[src/rtl/and_unit_arbiter.sv]
// Round-robin arbiter in front of one shared bitwise-AND unit. The winning operands are
// ANDed into a single result register, returned with the requester index on a valid/ready channel.
module and_unit_arbiter #(
    parameter int NREQ  = 4,
    parameter int WIDTH = 8,
    parameter int CNTW  = 16
) (
    input  logic                     clk,
    input  logic                     rst,
    input  logic [NREQ-1:0]          req_valid,
    input  logic [NREQ*WIDTH-1:0]    req_a,
    input  logic [NREQ*WIDTH-1:0]    req_b,
    output logic [NREQ-1:0]          req_ready,
    output logic                     resp_valid,
    output logic [WIDTH-1:0]         resp_data,
    output logic [$clog2(NREQ)-1:0]  resp_id,
    input  logic                     resp_ready,
    output logic [CNTW-1:0]          served_cnt
);

    localparam int IDW = $clog2(NREQ);

    typedef enum logic {
        EMPTY = 1'b0,
        FULL  = 1'b1
    } state_t;

    state_t            state_reg;
    logic [IDW-1:0]    ptr_reg;
    logic [IDW-1:0]    resp_id_reg;
    logic [WIDTH-1:0]  resp_data_reg;
    logic [CNTW-1:0]   served_cnt_reg;

    logic [WIDTH-1:0]  and_res [NREQ];
    logic [NREQ-1:0]   grant;
    logic [IDW-1:0]    grant_idx;
    logic              grant_any;
    logic              can_accept;
    logic [IDW-1:0]    ptr_next;
    int                rot;

    generate
        for (genvar gi = 0; gi < NREQ; gi++) begin : g_and
            assign and_res[gi] = req_a[gi*WIDTH +: WIDTH] & req_b[gi*WIDTH +: WIDTH];
        end
    endgenerate

    // Nothing is granted in the reset cycle, so requests presented then are neither taken nor counted.
    assign can_accept = !rst && ((state_reg == EMPTY) || resp_ready);

    always_comb begin
        grant     = '0;
        grant_idx = '0;
        grant_any = 1'b0;
        rot       = 0;
        if (can_accept) begin
            for (int k = 0; k < NREQ; k++) begin
                rot = int'(ptr_reg) + k;
                if (rot >= NREQ) begin
                    rot = rot - NREQ;
                end
                if (!grant_any && req_valid[rot]) begin
                    grant_any       = 1'b1;
                    grant_idx       = IDW'(rot);
                    grant[rot]      = 1'b1;
                end
            end
        end
    end

    assign ptr_next = (grant_idx == IDW'(NREQ - 1)) ? '0 : grant_idx + IDW'(1);

    always_ff @(posedge clk) begin
        if (rst) begin
            state_reg      <= EMPTY;
            ptr_reg        <= '0;
            resp_id_reg    <= '0;
            resp_data_reg  <= '0;
            served_cnt_reg <= '0;
        end else if (grant_any) begin
            state_reg      <= FULL;
            resp_data_reg  <= and_res[grant_idx];
            resp_id_reg    <= grant_idx;
            ptr_reg        <= ptr_next;
            served_cnt_reg <= served_cnt_reg + CNTW'(1);
        end else if ((state_reg == FULL) && resp_ready) begin
            // Drain only: data and id keep their last values.
            state_reg      <= EMPTY;
        end
    end

    assign req_ready  = grant;
    assign resp_valid = (state_reg == FULL);
    assign resp_data  = resp_data_reg;
    assign resp_id    = resp_id_reg;
    assign served_cnt = served_cnt_reg;

endmodule

[config.mk]
export PLATFORM = sky130hd
export DESIGN_NAME = and_unit_arbiter
export DESIGN_NICKNAME = d
export VERILOG_FILES = /design/src/rtl/and_unit_arbiter.sv
export SDC_FILE = /design/constraint.sdc
export NUM_CORES = 1
export LEC_CHECK = 0
export CORE_MARGIN = 1.5
export CORE_UTILIZATION = 40
export CTS_CLUSTER_SIZE = 24
export DETAILED_ROUTE_END_ITERATION = 10
export PLACE_DENSITY = 0.81
export SKIP_LAST_GASP = 1
export SLEW_MARGIN = 20
export SYNTH_ARGS = -nofsm -noshare
export SYNTH_HDL_FRONTEND = slang
export SYNTH_SLANG_ARGS = --single-unit
[constraint.sdc]
create_clock -name clk -period 3.8 [get_ports clk]
set_clock_uncertainty 0.15 [all_clocks]
set_input_delay 0.57 -clock clk [delete_from_list [all_inputs] [get_ports clk]]
set_output_delay 0.57 -clock clk [all_outputs]
set_load 0.005 [all_outputs]
==> results.env <==
TIMING.FINAL.SETUP_VIOLATIONS=0
DETAIL-ROUTE-ANTENNA-NETS=0
NETS=415
PLACED_AREA_UM2=2972
ROUTED-VIA-COUNT=2116
MAX_FREQUENCY_MHz=273.4
POWER.LEAKAGE_uW=0.001159
SYNTHESIS.AREA_PER_INSTANCE_UM2=8.135
STD_CELL_ROWS=25
GLOBAL_ROUTE_WIRE_LENGTH_BEFORE_REPAIR_UM=8783
WORST-SETUP-PATH-TYPE='reg2out'
PATH_COMMON_CELL='nor2_1'
POWER_DENSITY_nW_PER_UM2=491.4
DRT_PRE_ANTENNA_ITERS=4
CLK_ROOT_BUFFER_CELL='clkbuf_8'
HOLD_BUFFERS=0
WORST_SLEW_MARGIN_REL_PCT=33.29
WHS_PATH_DEPTH=2
PERIOD_NEEDED_NS=3.658
DIE_X_UM=72.43
CLOCK_PATH_BUFFERS=2
FF2FF_SETUP_SLACK_NS=0.87
SYNTH_COMPOUND_AREA_SHARE_PCT=15.18
TOTALWIRELENGTH_UM=5446
FINAL_LAYOUT_SIZE_SUFFIX_GT1_SHARE_PCT=9.706
MIN_TO='resp_data[0]$_SDFFE_PP0P_'
SYNTHFLOPTYPE='dfxtp_1'
GRT_MAX_DEGREE=24
YOSYSSEQAREASHARE_PCT=30.11
SYNTH.AREA.MUX_SHARE_PCT=5.840
GATE_COUNT_OF_THE_MAPPED_NETLIST=237
CLK-INSERTION-DELAY-LATE_NS=0.27
CRIT-REG2REG-LAUNCH='ptr_reg[0]$_SDFFE_PP0P_'
FINALWEIGHTEDCONGESTION=0.8781
CTS_TREE='yes'
SYNTHTOLAYOUTAREAGROWTH_PCT=61.19
TIGHTEST_SLEW_NS=0.9988
NUM_CTS_BUFFERS=5
SYNTH_TOP_FAMILY_BY_AREA='simple AND/OR/NAND/NOR gates'
FINALMAXSLEWVIOLATIONS=0
DRT-VIAS-PER-INSTANCE=5.371
DP_HPWL_UM=4290
ROUTE.DETAILED.DRC=0
GRT_ANTENNA_BEFORE_REPAIR=0
RR_WORST_DEPTH=8
CRITICAL_PATH_BUF_INV_COUNT=3
TIMING.HOLD.WORST.START='resp_data[0]$_SDFFE_PP0P_'
SYNTH-ADDER-AREA-SHARE_PCT=3.245
POST_DRT_WL_PER_CELL_UM=13.82
CRIT_CHAIN='inv_1 -> ha_1 -> mux4_2 -> buf_4 -> a22oi_1 -> nor2_1 -> a221oi_1 -> nor2_1 -> clkdlybuf4s50_1'
PATH_CLK_SLEW_NS=0.06
RR_ENDPOINT='ptr_reg[1]$_SDFFE_PP0P_'
SYNTH_SIMPLE_GATE_AREA_SHARE_PCT=35.30
LAYOUT_WORST_PATH_CYCLE_SHARE_PCT=96.27
CRITPATHREQUIREDTIME_NS=3.08
YOSYS.AREA.TOP_TYPE='dfxtp_1'
FLOORPLAN.DIE_AREA_UM2=5246
SYNTH.YOSYS.WARNINGS=0
VDD_DROP_MAX_mV=0.2121
SLOWEST_STAGE='mux4_2'
DIEHEIGHT_UM=72.43
NETLIST_AREA_UM2=1928
SYNTH.NET_COUNT=313
NUMPORTBUFFERS=101
POST_SYNTH_MAIN_AREA_CONTRIBUTORS='dfxtp_1, nand4_1, nand2_1'
CRITICAL_PATH.MAX_STAGE_DELAY_NS=0.65
GLOBALROUTEOVERFLOWTOTAL=0
CRITICAL-PATH-TOP-DELAY-FAMILY='buffers and inverters'
CRITPATHLAUNCHTYPE='flip-flop'
POST_ROUTE_CELL_AREA_UM2=3108
RUN_STATUS='finished, final reports clean'
LARGEST_REGISTER_FFS=16
MAX_CAP_VIOL_COUNT=0
INITIAL_UTILIZATION_PCT=41.09
POST_SYNTH_XOR_AREA_FRACTION_PCT=6.360
NUMBER_OF_FLOPS_MAPPED_TO_ENABLE_CELLS_BY_YOSYS=0
CORE_AREA_UM2=4692
CP.ARRIVAL_NS=2.94
WORST_SLACK_NS=0.1419
FINAL.SETUP.TNS_NS=0
CLOCK_TREE.HTREE_LEVEL_COUNT=2
ASYNC_RESET_FF_SHARE_PCT=0
CTS_SINKS=29
DETAILEDPLACE.WORSTSLACK_NS=0.1983
ANTENNA-DIODE-COUNT=0
HOLD_PATH.CLASS='reg2reg'
FLOORPLAN.IO_PINS=102
YOSYSTOPAREACELLSHARE_PCT=30.11
SYNTHDISTINCTLIBCELLS=47
FILL_CELL_TOTAL_OF_THE_FINISHED_LAYOUT=436
VIA_COUNT_OF_THE_FIRST_GLOBAL_ROUTING_PASS=1946
SYNTHESIS_STAGE_REGISTER_BIT_COUNT=29
DETAILEDROUTE.FIRSTITERATIONVIOLATIONS=110
HOLD_VIOL=0
GROUTE.USAGE.OVERALL_PCT=21.27
SETUP.WORST_PATH.END_CLASS='primary output'
CRITPATHMAXFANOUT=7
==> synth_stat cells, types with 2 or more instances <==
master,number
clkbuf_1,3
ha_1,5
xnor2_1,2
and2b_1,2
and3_1,4
xor2_1,12
nor3_1,10
a22oi_1,5
inv_1,3
dfxtp_1,29
a21oi_1,11
and4_1,2
nand2_1,32
nand2b_1,2
nor2_1,24
buf_1,2
o21a_1,2
mux4_2,4
o21ai_2,2
mux2_2,2
nor2_2,3
nand4_1,26
buf_4,2
o21ai_0,10
a221oi_1,4
buf_2,4
nand3_1,10
==> layout make-up <==
| type | instances | area, um2 | share of cell area (%) |
|---|---|---|---|
| clock inverters | 1 | 30.03 | 0.9662 |
| inverters | 3 | 11.26 | 0.3623 |
| well taps | 54 | 67.56 | 2.174 |
| repair buffers | 107 | 1056 | 33.98 |
| flip-flops and latches | 29 | 580.6 | 18.68 |
| multi-input cells | 193 | 1276 | 41.06 |
| clock buffers | 7 | 86.33 | 2.778 |
==> power by group <==
part / leakage [uW] / internal (uW) / switching [uW]
Combinational: 0.000864 / 386 / 422
Sequential: 0.000236 / 358 / 33.5
Clock: 0.0000585 / 214 / 115
==> how the worst max path moves through the flow <==
stage | startpoint | to | slack (ns) | cells after the start
after CTS | ptr_reg[0]$_SDFFE_PP0P_ | req_ready[0] | 0.12 | 9
after floorplan | ptr_reg[0]$_SDFFE_PP0P_ | req_ready[0] | 0.87 | 10
after global placement | req_valid[2] | req_ready[2] | 0.25 | 8
after global routing | ptr_reg[0]$_SDFFE_PP0P_ | req_ready[3] | -0.03 | 9
after detailed placement | req_valid[0] | req_ready[0] | 0.20 | 8
final | ptr_reg[0]$_SDFFE_PP0P_ | req_ready[1] | 0.14 | 9
==> per-layer routing <==
metal	track usage (%)	routed length [um]	share of wire [%]
met4	5.660	44	0.81
met3	5.556	324	5.9
met2	37.55	2718	50
met5	0	0	0
met1	25.58	2358	43
==> through the flow <==
stage	cells	hold WS, ns	utilization (%)	power, uW
4_1_cts	392	0.3084	65.81	1505
2_1_floorplan	237	0.3025	-	901.1
3_3_place_gp	384	0.2868	63.33	1156
3_5_place_dp	384	0.2935	63.33	1176
6_report	394	0.3045	66.24	1527
5_1_grt	394	0.3510	66.24	1631
==> kinds of logic (layout without fill, tap and decap cells) <==
| logic type | after synthesis | after routing |
|---|---|---|
| AOI/OAI and AO/OA | 43 | 43 |
| xor gates and xnor gates | 14 | 14 |
| adders and majority gates | 5 | 5 |
| buffers and inverters | 15 | 118 |
| DFF | 29 | 29 |
| muxes | 6 | 6 |
| and+or+nand+nor | 125 | 125 |
==> placed cells by master (no fill, tap or decap), drive strengths merged, types with 2 or more instances in the layout <==
cell             n
nor2            27
nand2           33
o21ai           12
nand4           26
mux4             4
and4             2
a221oi           5
xor2            12
xnor2            2
mux2             2
buf              6
inv              3
ha               5
dfxtp           29
clkdlybuf4s50  101
nor3            10
a21oi           11
and2b            2
clkbuf           7
nand2b           2
a22oi            5
o21a             3
nand3           10
and3             4
==> what timing repair did <==
item	CTS	global route
buffers inserted	0	2
setup endpoints to repair	0	4
gates resized for setup	0	1
==> tightest hold or removal path: stages, from the launching register on <==
cell	delay (ns)
dfxtp_1	0.33
nand2_1	0.05
nand4_1	0.05
No activity file was read; power rests on OpenSTA's default activity.
